### src/rtl/ps2_key_decoder.sv
`default_nettype none
// ============================================================================
//  Module      : ps2_key_decoder
//  Description : PS/2 keyboard serial receiver and scan-code decoder producing a
//                toggle-strobed {toggle, pressed, extended, code} key bus.
//                Optional macro PS2_REPEAT_FILTER_EN drops typematic repeats.
//  Revision    : 1.0 - initial release
// ============================================================================
module ps2_key_decoder #(
    parameter int FILTER_LEN     = 8,
    parameter int TIMEOUT_CYCLES = 65536
) (
    input  logic        clk_sys,
    input  logic        rst_sys_n,
    input  logic        ps2_clk,
    input  logic        ps2_data,
    output logic [10:0] ps2_key,
    output logic        frame_err
);

    localparam int c_FLT_W = (FILTER_LEN > 1) ? $clog2(FILTER_LEN) : 1;
    localparam int c_TMO_W = $clog2(TIMEOUT_CYCLES + 1);
    localparam logic [c_FLT_W-1:0] c_FLT_MAX = c_FLT_W'(FILTER_LEN - 1);
    localparam logic [c_TMO_W-1:0] c_TMO_MAX = c_TMO_W'(TIMEOUT_CYCLES - 1);

    typedef enum logic [1:0] {
        S_IDLE   = 2'd0,
        S_DATA   = 2'd1,
        S_PARITY = 2'd2,
        S_STOP   = 2'd3
    } state_t;

    logic               r_clk_s1, r_clk_s2, r_dat_s1, r_dat_s2;
    logic               r_clk_flt;
    logic [c_FLT_W-1:0] r_flt_cnt;
    logic               w_bit_edge;

    state_t             r_state, w_state_nxt;
    logic [7:0]         r_shift;
    logic [2:0]         r_bitcnt;
    logic               r_par_ok;
    logic [c_TMO_W-1:0] r_tmo_cnt;
    logic               w_valid_nxt, w_err_nxt;
    logic               r_byte_valid, r_frame_err;

    logic               r_ext, r_brk;
    logic [2:0]         r_skip;
    logic [10:0]        r_key;
    logic               w_is_prefix, w_is_ignore, w_is_event, w_suppress;

    assign ps2_key   = r_key;
    assign frame_err = r_frame_err;

    // Lines idle high, so synchronisers and filter reset to 1.
    always_ff @(posedge clk_sys or negedge rst_sys_n) begin
        if (!rst_sys_n) begin
            r_clk_s1  <= 1'b1;
            r_clk_s2  <= 1'b1;
            r_dat_s1  <= 1'b1;
            r_dat_s2  <= 1'b1;
            r_clk_flt <= 1'b1;
            r_flt_cnt <= '0;
        end else begin
            r_clk_s1 <= ps2_clk;
            r_clk_s2 <= r_clk_s1;
            r_dat_s1 <= ps2_data;
            r_dat_s2 <= r_dat_s1;
            if (r_clk_s2 == r_clk_flt) begin
                r_flt_cnt <= '0;
            end else if (r_flt_cnt == c_FLT_MAX) begin
                r_clk_flt <= r_clk_s2;
                r_flt_cnt <= '0;
            end else begin
                r_flt_cnt <= r_flt_cnt + c_FLT_W'(1);
            end
        end
    end

    // Edge is flagged on the cycle the filtered clock commits to 0.
    assign w_bit_edge = r_clk_flt & ~r_clk_s2 & (r_flt_cnt == c_FLT_MAX);

    always_comb begin
        w_state_nxt = r_state;
        w_valid_nxt = 1'b0;
        w_err_nxt   = 1'b0;
        case (r_state)
            S_IDLE: begin
                if (w_bit_edge && !r_dat_s2) w_state_nxt = S_DATA;
            end
            S_DATA: begin
                if (w_bit_edge && (r_bitcnt == 3'd7)) w_state_nxt = S_PARITY;
            end
            S_PARITY: begin
                if (w_bit_edge) w_state_nxt = S_STOP;
            end
            S_STOP: begin
                if (w_bit_edge) begin
                    w_state_nxt = S_IDLE;
                    if (r_dat_s2 && r_par_ok) w_valid_nxt = 1'b1;
                    else                      w_err_nxt   = 1'b1;
                end
            end
            default: w_state_nxt = S_IDLE;
        endcase
        if ((r_state != S_IDLE) && !w_bit_edge && (r_tmo_cnt == c_TMO_MAX)) begin
            w_state_nxt = S_IDLE;
            w_err_nxt   = 1'b1;
        end
    end

    always_ff @(posedge clk_sys or negedge rst_sys_n) begin
        if (!rst_sys_n) begin
            r_state      <= S_IDLE;
            r_shift      <= '0;
            r_bitcnt     <= '0;
            r_par_ok     <= 1'b0;
            r_tmo_cnt    <= '0;
            r_byte_valid <= 1'b0;
            r_frame_err  <= 1'b0;
        end else begin
            r_state      <= w_state_nxt;
            r_byte_valid <= w_valid_nxt;
            r_frame_err  <= w_err_nxt;
            if ((r_state == S_IDLE) || w_bit_edge) r_tmo_cnt <= '0;
            else                                   r_tmo_cnt <= r_tmo_cnt + c_TMO_W'(1);
            if (w_bit_edge) begin
                case (r_state)
                    S_IDLE:   r_bitcnt <= '0;
                    S_DATA: begin
                        r_shift  <= {r_dat_s2, r_shift[7:1]};
                        r_bitcnt <= r_bitcnt + 3'd1;
                    end
                    S_PARITY: r_par_ok <= ^{r_shift, r_dat_s2};
                    default: ;
                endcase
            end
        end
    end

    assign w_is_prefix = (r_shift == 8'hE0) || (r_shift == 8'hF0) || (r_shift == 8'hE1);
    assign w_is_ignore = !r_ext && !r_brk &&
                         ((r_shift == 8'hAA) || (r_shift == 8'hFA) ||
                          (r_shift == 8'hEE) || (r_shift == 8'hFE));
    assign w_is_event  = r_byte_valid && (r_skip == 3'd0) && !w_is_prefix && !w_is_ignore;

`ifdef PS2_REPEAT_FILTER_EN
    logic [8:0] r_last_make;
    logic       r_last_vld;

    assign w_suppress = !r_brk && r_last_vld && ({r_ext, r_shift} == r_last_make);

    always_ff @(posedge clk_sys or negedge rst_sys_n) begin
        if (!rst_sys_n) begin
            r_last_make <= '0;
            r_last_vld  <= 1'b0;
        end else if (w_is_event) begin
            if (!r_brk) begin
                r_last_make <= {r_ext, r_shift};
                r_last_vld  <= 1'b1;
            end else if ({r_ext, r_shift} == r_last_make) begin
                r_last_vld  <= 1'b0;
            end
        end
    end
`else
    assign w_suppress = 1'b0;
`endif

    // A failed frame flushes prefix state so no half-prefixed event escapes.
    always_ff @(posedge clk_sys or negedge rst_sys_n) begin
        if (!rst_sys_n) begin
            r_ext  <= 1'b0;
            r_brk  <= 1'b0;
            r_skip <= '0;
            r_key  <= '0;
        end else if (r_frame_err) begin
            r_ext  <= 1'b0;
            r_brk  <= 1'b0;
            r_skip <= '0;
        end else if (r_byte_valid) begin
            if (r_skip != 3'd0) begin
                r_skip <= r_skip - 3'd1;
            end else if (r_shift == 8'hE0) begin
                r_ext <= 1'b1;
            end else if (r_shift == 8'hF0) begin
                r_brk <= 1'b1;
            end else if (r_shift == 8'hE1) begin
                r_skip <= 3'd7;
            end else if (!w_is_ignore) begin
                r_ext <= 1'b0;
                r_brk <= 1'b0;
                if (!w_suppress) r_key <= {~r_key[10], ~r_brk, r_ext, r_shift};
            end
        end
    end

endmodule
`default_nettype wire

### config.mk
export PLATFORM = sky130hd
export DESIGN_NAME = ps2_key_decoder
export DESIGN_NICKNAME = d
export VERILOG_FILES = /design/src/rtl/ps2_key_decoder.sv
export SDC_FILE = /design/constraint.sdc
export NUM_CORES = 1
export LEC_CHECK = 0
export BUFFER_PORTS_ARGS = -buffer_cell sky130_fd_sc_hd__buf_2
export CAP_MARGIN = 20
export CORE_MARGIN = 5
export CORE_UTILIZATION = 25
export CTS_CLUSTER_DIAMETER = 200
export DETAILED_ROUTE_END_ITERATION = 6
export GPL_TIMING_DRIVEN = 0
export MAX_ROUTING_LAYER = met4
export PLACE_DENSITY = 0.51
export SETUP_SLACK_MARGIN = 0.15
export SYNTH_ARGS = -nofsm -noshare
export SYNTH_HDL_FRONTEND = slang
export SYNTH_SLANG_ARGS = --single-unit
### constraint.sdc
create_clock -name clk_sys -period 2.1 [get_ports clk_sys]
set_input_delay 0.42 -clock clk_sys [delete_from_list [all_inputs] [get_ports clk_sys]]
set_output_delay 0.42 -clock clk_sys [all_outputs]
set_load 0.01 [all_outputs]
Word-level counts from Yosys, hierarchy flattened

Cells that the tools add are included.

Memories: 0
Logic and storage cells: 126
ROM bits: 0
Output and inout bits: 12
Bits in latches: 0
Bits in writable memories: 0
Input port bits: 4
Bits in registers: 57

Reductions and logical operators: 31
Shift operators: 0
Bitwise logic cells: 12
Mux-type cells: 35
Multipliers: 0
Magnitude comparators: 0
Add/sub/neg operators: 4
Divide/modulo/power cells: 0
Eq/ne operators: 27

Operators by type and width:

| cell                    | number |
|---|---|
| $eq A8 B8 Y1 const B    | 7 |
| $mux W3                 | 8 |
| $ne A3 B3 Y1 const B    | 7 |
| $mux W1                 | 19 |
| $add A17 B1 Y17 const B | 1 |
| $eq A17 B16 Y1 const B  | 1 |
| $mux W17                | 1 |
| $ne A3 B2 Y1 const B    | 4 |
| $mux W2                 | 5 |
| $not A1 Y1              | 10 |
| $reduce_and A5 Y1       | 2 |
| $reduce_xor A9 Y1       | 1 |
| $pmux W2 S4             | 1 |
| $reduce_and A2 Y1       | 4 |
| $reduce_and A4 Y1       | 2 |
| $logic_and A1 B1 Y1     | 7 |
| $reduce_and A7 Y1       | 1 |
| $add A3 B1 Y3 const B   | 2 |
| $eq A3 B3 Y1 const B    | 2 |
| $pmux W3 S2             | 1 |
| $reduce_bool A2 Y1      | 3 |
| $reduce_bool A3 Y1      | 2 |
| $eq A2 B2 Y1 const B    | 2 |
| $logic_not A1 Y1        | 4 |
| other kinds (7)         | 12 |

Longest topological paths before layout

Gate-level depths: netlist (run 1).

Depth in word-level cells: 12
Mapped depth: 9
Gate-level depth less buffers: 8

Least setup slack after synthesis (run 1)

Ideal clock, no wire load.

Path kind: reg2reg
Start: register r_shift[2]
End: register r_key[1] (netlist: ps2_key[1])
Slack: 0.178 ns
Required time: 1.973 ns
Stages on the path, launching flop included: 7
Arrival time: 1.794 ns
Period minus slack after synthesis: 1.922 ns
Cells stage by stage: dfrtp_1 or3_1 a211o_1 o21a_1 o21ai_2 buf_6 mux2_1

Cells in the longest elaborated chain, start to end: 7

Ends and longest elaborated chain:

| item                                 | RTL line | text |
|---|---|---|
| from (decl)                          | 39       | `logic [7:0] r_shift;` |
| from (signal assigned)               | 130      | `r_shift <= {r_dat_s2, r_shift[7:1]};` |
| $eq A8 B8 Y1                         | 142      | `((r_shift == 8'hAA) \|\| (r_shift == 8'hFA) \|\|` |
| $logic_or A1 B1 Y1 (2 in series)     | 142      |  |
| $logic_or A1 B1 Y1                   | 143      | `(r_shift == 8'hEE) \|\| (r_shift == 8'hFE));` |
| $logic_and A1 B1 Y1                  | 141      | `assign w_is_ignore = !r_ext && !r_brk &&` |
| $not A1 Y1 (no source line)          | n/a      |  |
| $reduce_and A7 Y1 (no source line) * | n/a      |  |
| to (signal assigned)                 | 192      | `if (!w_suppress) r_key <= {~r_key[10], ~r_brk, r_ext, r_shift};` |
| to (decl)                            | 48       | `logic [10:0] r_key;` |

Every way passes the cells marked *; elsewhere a longest branch is shown, timed or not.
A chain may end at the register's enable or synchronous reset.

Final worst setup path (run 1)

Start: register r_shift[2]
End: register r_key[5] (netlist: ps2_key[5])

The elaborated chain is that of the path after synthesis.

==> impl_metrics.json, run 1 <==
{
  "critPathCaptureType": "register",
  "rr_startpoint": "r_shift[2]",
  "rsz0062_at_grt": "yes",
  "relSlewSlack_pct": 69.3,
  "vdd_drop_max_mv": 0.456,
  "syn_area_per_cell_um2": 11.4,
  "crit_fanout": 5,
  "std_cell_rows": 37,
  "htreeDepth": 3,
  "yosysUniqueCellTypes": 41,
  "post_drt_wl_per_cell_um": 12.0,
  "cts-buffers-inserted": 9,
  "firstDrtPassIters": 4,
  "grt_pass1_vias": 1847,
  "die_height_um": 113,
  "die_w_um": 113,
  "synth_cells": 233,
  "clock-skew-final_ns": 0.00943,
  "r2r_cells": 6,
  "n_antenna_cell": 0,
  "drive_gt1_share_pct": 28.8,
  "fillers": 1063,
  "layout.cells.non_filler": 417,
  "num_io_pins": 16,
  "start_util_pct": 25.7,
  "ys_warn_count": 0,
  "core_area_um2": 10400,
  "seq_area_um2": 1440,
  "synth_edf_count": 0,
  "ant_nets": 0,
  "area_growth_pct": 28.1,
  "hpwl_um": 3220,
  "routed_wl_um": 5010,
  "synthFlopType": "dfrtp_1",
  "place_inst": 385,
  "fin_crit_sh_pct": 93.5,
  "clockRootBuffer": "clkbuf_8",
  "max_freq_mhz": 509,
  "drc": 0,
  "crit_type": "reg2reg",
  "worst_slew_pin_slew_ns": 0.460,
  "multi_input_area_um2": 1230,
  "worst-r2r-setup-slack_ns": 0.14,
  "finalHoldViolations": 0,
  "slew_viol_final": 0,
  "clock_latency_ns": 0.33,
  "p_per_area_nw_per_um2": 917,
  "crit_path_top_delay_cell": "dfrtp_2",
  "die_area_um2": 12800,
  "slowest_delay_ns": 0.43,
  "finalSetupViolations": 0,
  "synth_seq_cells": 57,
  "status": "finished, final reports clean",
  "grt_pass1_wl_um": 8760,
  "synth-seq-area-share_pct": 53.8,
  "leakagePower_nw": 1.62,
  "grt_use_total_pct": 8.66,
  "critPathArrivalTime_ns": 2.18,
  "rr_endpoint": "ps2_key[5]",
  "async_reset_ff_share_pct": 100,
  "cts.sinks": 57,
  "placed_area_um2": 2930,
  "path_clk_slew_ns": 0.07,
  "required_ns": 2.32,
  "critPathLaunchType": "register",
  "maxCapViolations": 0,
  "gp_routability_congestion": 0.754,
  "antenna_found_initial": 0,
  "netlist_area_um2": 2660,
  "grt_max_degree": 40,
  "vias": 1846,
  "stdcell_area_um2": 3410,
  "io_buffers": 15,
  "post_drt_via_cell_ratio": 4.43,
  "cts_tree": "built",
  "crit_chain": "or3_1 > a211o_1 > o21a_1 > o21ai_4 > buf_6 > mux2_1",
  "grt_overflow": 0,
  "cts_buffer_depth": 2,
  "synthesis.nets": 250,
  "finalCriticalPeriod_ns": 1.96,
  "hold_class": "in2async",
  "final_nets": 293,
  "drt_iter0_drc": 54
}
==> worst max-delay path, delay by kind of cell, from the launching register on <==
family | cells | cell delay [ns]
buffers and inverters | 1 | 0.15
AOI/OAI and AO/OA | 3 | 0.60
and+or+nand+nor | 1 | 0.35
DFF | 1 | 0.43
muxes | 1 | 0.31
==> cell usage after synthesis (all sizes together), types with 3 or more instances <==
master | number | area, um^2
nor2 | 18 | 67.6
mux2 | 16 | 180
and3 | 4 | 25.0
dfrtp | 52 | 1300
nand3 | 7 | 35.0
clkbuf | 6 | 22.5
or3 | 4 | 25.0
inv | 10 | 37.5
nand4 | 5 | 31.3
ha | 13 | 163
o21ai | 15 | 78.8
mux2i | 3 | 30.0
nor3 | 3 | 20.0
xor2 | 9 | 78.8
nand2 | 14 | 52.6
nor2b | 3 | 18.8
dfstp | 5 | 131
a21oi | 9 | 45.0
xnor2 | 11 | 96.3
==> worst max-delay path by stage <==
stage            startpoint  cells after the start             to
4_1_cts          r_shift[2]                      6     ps2_key[5]
6_report         r_shift[2]                      6     ps2_key[5]
2_1_floorplan    r_shift[2]                      6     ps2_key[1]
3_3_place_gp   r_flt_cnt[0]                      8   r_tmo_cnt[5]
5_1_grt          r_shift[1]                      6     ps2_key[2]
3_5_place_dp   r_flt_cnt[0]                      8  r_tmo_cnt[14]
==> what timing repair did <==
| action | 4_1_cts | 5_1_grt |
|---|---|---|
| hold buffers | 0 | 0 |
| pin swaps | 4 | 9 |
| cloned | 1 | 0 |
| gates resized for setup | 16 | 15 |
| endpoints found under the setup margin | 20 | 30 |
| setup buffers | 6 | 9 |
==> where the power goes <==
group	switching (W)	total (W)	internal [W]	leakage [nW]
logic	0.000271	0.000484	0.000212	0.722
clock network	0.000435	0.00141	0.000971	0.140
registers	0.0000521	0.00124	0.00119	0.761
total	0.000758	0.00313	0.00237	1.62
==> through the flow <==
| step | power (W) | worst slack (ns) | TNS, ns | hold WS [ns] | util [%] |
|---|---|---|---|---|---|
| 6_report | 0.00313 | 0.136 | 0 | 0.0275 | 32.9 |
| 5_1_grt | 0.00329 | 0.0585 | 0 | 0.0552 | 32.9 |
| 4_1_cts | 0.00314 | 0.0868 | 0 | 0.0331 | 31.8 |
| 3_5_place_dp | 0.00170 | -0.113 | -1.02 | 0.348 | 28.2 |
| 3_3_place_gp | 0.00169 | -0.146 | -1.42 | 0.348 | 28.0 |
| 2_1_floorplan | 0.00157 | 0.178 | 0 | 0.124 | - |
==> registers in the layout, indices dropped and copies added, names as in the netlist, 2 cells and up <==
| signal | cells |
|---|---|
| r_shift | 8 |
| r_flt_cnt | 3 |
| r_state | 2 |
| r_tmo_cnt | 17 |
| r_bitcnt | 3 |
| ps2_key | 11 |
| r_skip | 3 |
==> area by class of cell <==
cell class | count | area share (%)
Buffer | 7 | 1.17
Clock buffer | 11 | 4.44
Clock inverter | 5 | 3.67
Inverter | 10 | 1.10
Multi-Input combinational cell | 159 | 36.0
Sequential cell | 57 | 42.1
Tap cell | 136 | 4.99
Timing Repair Buffer | 32 | 6.53
==> cell families after synthesis <==
group                      share of synthesized area, %
DFF                                                53.8
muxes                                              7.89
AOI/OAI and AO/OA                                  8.65
xor gates and xnor gates                           6.58
and+or+nand+nor                                    14.3
buffers and inverters                              2.68
adders and majority gates                          6.11
==> routing by layer <==
layer	vias to the layer above	track usage [%]	routed length, um
met2	29	13.6	2400
met3	2	3.85	274
met5	-	-	0
met4	0	2.16	27
met1	915	10.2	2310
li1	900	-	-
==> layout by cell type (no fill, tap or decap), drive strengths merged, types with 2 or more instances in the layout <==
master	netlist	layout
and2	2	2
dfrtp	52	52
nor3	3	3
o21a	2	2
inv	10	10
xor2	9	9
ha	13	13
a311oi	2	2
nand2	14	14
dfstp	5	5
mux2i	3	3
nand2b	2	2
a22o	2	2
nor2b	3	3
and3	4	4
a211oi	2	2
or3	4	4
a21oi	9	9
nor2	18	18
xnor2	11	11
nand3	7	7
clkbuf	6	16
buf	1	34
nand4	5	5
mux2	16	16
and4	2	2
bufinv	0	4
o21ai	15	15
No activity file was read; power rests on OpenSTA's default activity.
==> run 2: changes to the inputs <==
--- a/config.mk
+++ b/config.mk
@@ -11,10 +11,11 @@
 export CORE_UTILIZATION = 25
 export CTS_CLUSTER_DIAMETER = 200
 export DETAILED_ROUTE_END_ITERATION = 6
+export GPL_ROUTABILITY_DRIVEN = 0
 export GPL_TIMING_DRIVEN = 0
 export MAX_ROUTING_LAYER = met4
 export PLACE_DENSITY = 0.51
-export SETUP_SLACK_MARGIN = 0.15
+export SETUP_SLACK_MARGIN = 0.2
 export SYNTH_ARGS = -nofsm -noshare
 export SYNTH_HDL_FRONTEND = slang
 export SYNTH_SLANG_ARGS = --single-unit
==> impl_metrics.json, run 2 (same netlist as run 1, synthesis figures left out) <==
{
  "routed_wl_um": 5300,
  "crit_type": "reg2reg",
  "status": "finished, final reports clean",
  "relSlewSlack_pct": 69.7,
  "setup_tns_ns": 0,
  "final_nets": 295,
  "regMostFlops": "r_tmo_cnt",
  "firstDrtPassIters": 4,
  "htreeDepth": 3,
  "grt_use_total_pct": 9.25,
  "maxCapViolations": 0,
  "num_io_pins": 16,
  "clock_latency_ns": 0.33,
  "fin_ws_ns": 0.100,
  "cts_tree": "built",
  "stdcell_area_um2": 3440,
  "grt_pass1_vias": 1939,
  "layout.cells.non_filler": 419,
  "required_ns": 2.31,
  "grt_pass1_wl_um": 9180,
  "rsz0062_at_grt": "yes",
  "r2r_cells": 5,
  "clockRootBuffer": "clkbuf_8",
  "vias": 1835,
  "cts_buffer_depth": 2,
  "slew_viol_final": 0,
  "start_util_pct": 25.7,
  "layout_common_cells": "dfrtp_1, nor2_1, buf_2, buf_4",
  "worst-r2r-setup-slack_ns": 0.10,
  "ant_nets": 0,
  "hold_class": "in2async",
  "mostFrequentLayoutCell": "dfrtp_1",
  "finalCriticalPeriod_ns": 2.00,
  "die_area_um2": 12800,
  "n_antenna_cell": 0,
  "die_w_um": 113,
  "antenna_found_initial": 0,
  "path_clk_slew_ns": 0.07,
  "utilization_pct": 33.2,
  "clock-skew-final_ns": 0.00781,
  "std_cell_rows": 37,
  "place_worst_setup_slack_ns": -0.133,
  "grt_overflow": 0,
  "grt_max_degree": 40,
  "critPathArrivalTime_ns": 2.21,
  "vdd_drop_max_mv": 0.435,
  "largest_reg_flops": 17,
  "die_height_um": 113,
  "placed_area_um2": 2930,
  "crit_fanout": 5,
  "io_buffers": 15,
  "critPathLaunchType": "register",
  "drc": 0,
  "place_inst": 385,
  "postCtsHoldBufs": 0,
  "rr_endpoint": "ps2_key[7]",
  "area_growth_pct": 29.3,
  "hpwl_um": 3290,
  "critPathCaptureType": "register",
  "cts.sinks": 57,
  "max_freq_mhz": 500,
  "post_drt_via_cell_ratio": 4.38,
  "post_drt_wl_per_cell_um": 12.7,
  "worst_slew_pin_slew_ns": 0.455,
  "finalSetupViolations": 0,
  "drive_gt1_share_pct": 31.8,
  "core_area_um2": 10400,
  "fin_crit_sh_pct": 95.2,
  "finalHoldViolations": 0,
  "cts-buffers-inserted": 9,
  "rr_startpoint": "r_shift[1]",
  "leakagePower_nw": 1.64,
  "drt_iter0_drc": 37,
  "p_per_area_nw_per_um2": 871
}
[run 2: changes by cell type in the layout (fill, tap and decap cells not counted), sizes merged]
cell and delta:
clkinv +2, buf +1, bufinv -1
[run 2: layer usage]
layer / GRT usage (%) / part of all wire [%]
met3: 4.01 / 4.4
met1: 11.3 / 48
met2: 14.1 / 47
met4: 2.16 / 0.45
met5: - / 0
[run 2: how the worst max path moves through the flow]
stage / start / endpoint / slack [ns] / cells after the start
floorplan: r_shift[1] / ps2_key[1] / 0.19 / 5
global placement: r_flt_cnt[0] / r_tmo_cnt[5] / -0.15 / 8
detailed placement: r_flt_cnt[0] / r_tmo_cnt[10] / -0.13 / 8
CTS: r_shift[2] / ps2_key[7] / 0.08 / 6
global route: r_shift[2] / ps2_key[7] / 0.05 / 6
finish: r_shift[1] / ps2_key[7] / 0.10 / 5
[run 2: worst max-delay path: stages, from the launching register on]
cell     delay [ns]
dfrtp_2        0.41
or4b_4         0.58
o21a_1         0.23
o21ai_4        0.20
buf_6          0.17
mux2_4         0.30
[run 2: area by class of cell]
cell class / count / area (um^2)
buffer: 7 / 41.3
fill: 1065 / 6930
tap: 136 / 170
clock inverter: 6 / 105
timing repair buffer: 34 / 241
clock buffer: 10 / 138
inverter: 10 / 37.5
multi-input combinational: 159 / 1270
sequential: 57 / 1440
[run 2: power by group]
| part | total [W] | internal, W | switching (W) |
|---|---|---|---|
| clock network | 0.00126 | 0.000814 | 0.000442 |
| logic | 0.000506 | 0.000214 | 0.000292 |
| registers | 0.00124 | 0.00119 | 0.0000489 |
| total | 0.00300 | 0.00221 | 0.000784 |
[run 2: repair_timing]
item	in CTS	in global routing
setup endpoints to repair	31	30
endpoints found under the hold margin	0	0
resized for setup	26	16
pin swaps	4	13
gates cloned	1	0
buffers inserted	10	7
[run 2: through the flow]
step / hold slack, ns / total power, W
floorplan: 0.124 / 0.00157
global route: 0.0510 / 0.00318
CTS: 0.0327 / 0.00302
finish: 0.0304 / 0.00300
detailed placement: 0.348 / 0.00170
global placement: 0.348 / 0.00169
==> run 3: changes to the inputs <==
--- a/config.mk
+++ b/config.mk
@@ -15,6 +15,7 @@
 export GPL_TIMING_DRIVEN = 0
 export MAX_ROUTING_LAYER = met4
 export PLACE_DENSITY = 0.51
+export RECOVER_POWER = 25
 export SETUP_SLACK_MARGIN = 0.2
 export SYNTH_ARGS = -nofsm -noshare
 export SYNTH_HDL_FRONTEND = slang
==> impl_metrics.json, run 3 (same netlist as run 1, synthesis figures left out) <==
{
  "whs_endpoint": "r_clk_s1",
  "fin_ws_ns": 0.100,
  "required_ns": 2.31,
  "rsz0062_at_grt": "yes",
  "slew_viol_final": 0,
  "grt_use_total_pct": 9.25,
  "critPathCaptureType": "register",
  "antenna_found_initial": 0,
  "die_area_um2": 12800,
  "fin_crit_sh_pct": 95.2,
  "cts_buffer_depth": 2,
  "clockRootBuffer": "clkbuf_8",
  "ant_nets": 0,
  "max_freq_mhz": 500,
  "grt_pass1_wl_um": 9180,
  "hpwl_um": 3290,
  "status": "finished, final reports clean",
  "total_power_w": 0.00300,
  "finalCriticalPeriod_ns": 2.00,
  "relSlewSlack_pct": 27.8,
  "regMostFlops": "r_tmo_cnt",
  "finalSetupViolations": 0,
  "worst-r2r-setup-slack_ns": 0.10,
  "die_height_um": 113,
  "maxCapViolations": 0,
  "grt_overflow": 0,
  "cts_tree": "built",
  "critPathLaunchType": "register",
  "min_from": "ps2_clk",
  "finalHoldViolations": 0,
  "hold_class": "in2reg",
  "largest_reg_flops": 17,
  "grt_pass1_vias": 1939,
  "place_worst_setup_slack_ns": -0.133,
  "start_util_pct": 25.7,
  "n_antenna_cell": 0,
  "final_nets": 295,
  "routed_wl_um": 5300,
  "post_drt_via_cell_ratio": 4.38,
  "layout_common_cells": "dfrtp_1, nor2_1, buf_4",
  "drive_gt1_share_pct": 31.4,
  "r2r_cells": 5,
  "mostFrequentLayoutCell": "dfrtp_1",
  "critPathArrivalTime_ns": 2.21,
  "p_per_area_nw_per_um2": 871,
  "path_clk_slew_ns": 0.06,
  "clock_latency_ns": 0.33,
  "drt_iter0_drc": 37,
  "utilization_pct": 33.2,
  "crit_fanout": 5,
  "rr_startpoint": "r_shift[1]",
  "core_area_um2": 10400,
  "firstDrtPassIters": 4,
  "area_growth_pct": 29.3,
  "rr_endpoint": "ps2_key[7]",
  "hold_depth": 1,
  "drc": 0,
  "htreeDepth": 3,
  "worst_slew_pin_slew_ns": 1.08,
  "clock-skew-final_ns": 0.00781,
  "std_cell_rows": 37,
  "num_io_pins": 16,
  "die_w_um": 113,
  "post_drt_wl_per_cell_um": 12.6,
  "vias": 1835,
  "postCtsHoldBufs": 0,
  "crit_type": "reg2reg",
  "vdd_drop_max_mv": 0.435,
  "leakagePower_nw": 1.64,
  "grt_max_degree": 40,
  "io_buffers": 15,
  "cts-buffers-inserted": 9,
  "cts.sinks": 57
}
==> run 3: worst max-delay path by stage <==
stage / from / to / slack [ns] / depth (start not counted)
final: r_shift[1] / ps2_key[7] / 0.10 / 5
after global routing: r_shift[2] / ps2_key[7] / 0.05 / 6
after CTS: r_shift[2] / ps2_key[7] / 0.08 / 6
after detailed placement: r_flt_cnt[0] / r_tmo_cnt[10] / -0.13 / 8
after global placement: r_flt_cnt[0] / r_tmo_cnt[5] / -0.15 / 8
after floorplan: r_shift[1] / ps2_key[1] / 0.19 / 5
==> run 3: stage by stage <==
stage          hold WS, ns  TNS, ns  area [um^2]  std cells
4_1_cts             0.0327        0         3330        412
3_3_place_gp         0.348    -1.45         2910        384
3_5_place_dp         0.348    -1.33         2930        385
6_report             0.187        0         3440        419
5_1_grt              0.150        0         3440        419
2_1_floorplan        0.124        0         2660        233
==> run 3: where the power goes <==
| group | total (W) | leakage [nW] | switching [W] | internal (W) |
|---|---|---|---|---|
| registers | 0.00124 | 0.761 | 0.0000489 | 0.00119 |
| logic | 0.000506 | 0.753 | 0.000292 | 0.000213 |
| clock network | 0.00126 | 0.126 | 0.000442 | 0.000814 |
==> run 3: final cells by class <==
type,count,area [um^2]
Multi-Input combinational cell,159,1270
Clock inverter,6,105
Fill cell,1066,6930
Tap cell,136,170
Timing Repair Buffer,34,240
Sequential cell,57,1440
Buffer,7,41.3
Clock buffer,10,138
Inverter,10,37.5
==> run 3: routing by layer <==
layer / up-vias / wire length [um] / global-route usage, %
li1: 906 / - / -
met1: 899 / 2530 / 11.3
met2: 28 / 2520 / 14.1
met3: 2 / 233 / 4.01
met4: 0 / 24 / 2.16
met5: - / 0 / -
==> run 3: critical path, stage by stage, from the launching register on <==
cell	delay, ns
dfrtp_2	0.41
or4b_4	0.58
o21a_1	0.23
o21ai_4	0.20
buf_6	0.17
mux2_4	0.30
==> run 3: timing repair <==
action / in CTS / in global routing
buffers inserted: 10 / 7
gates cloned: 1 / 0
setup endpoints to repair: 31 / 30
pin swaps: 4 / 13
resized for setup: 26 / 16
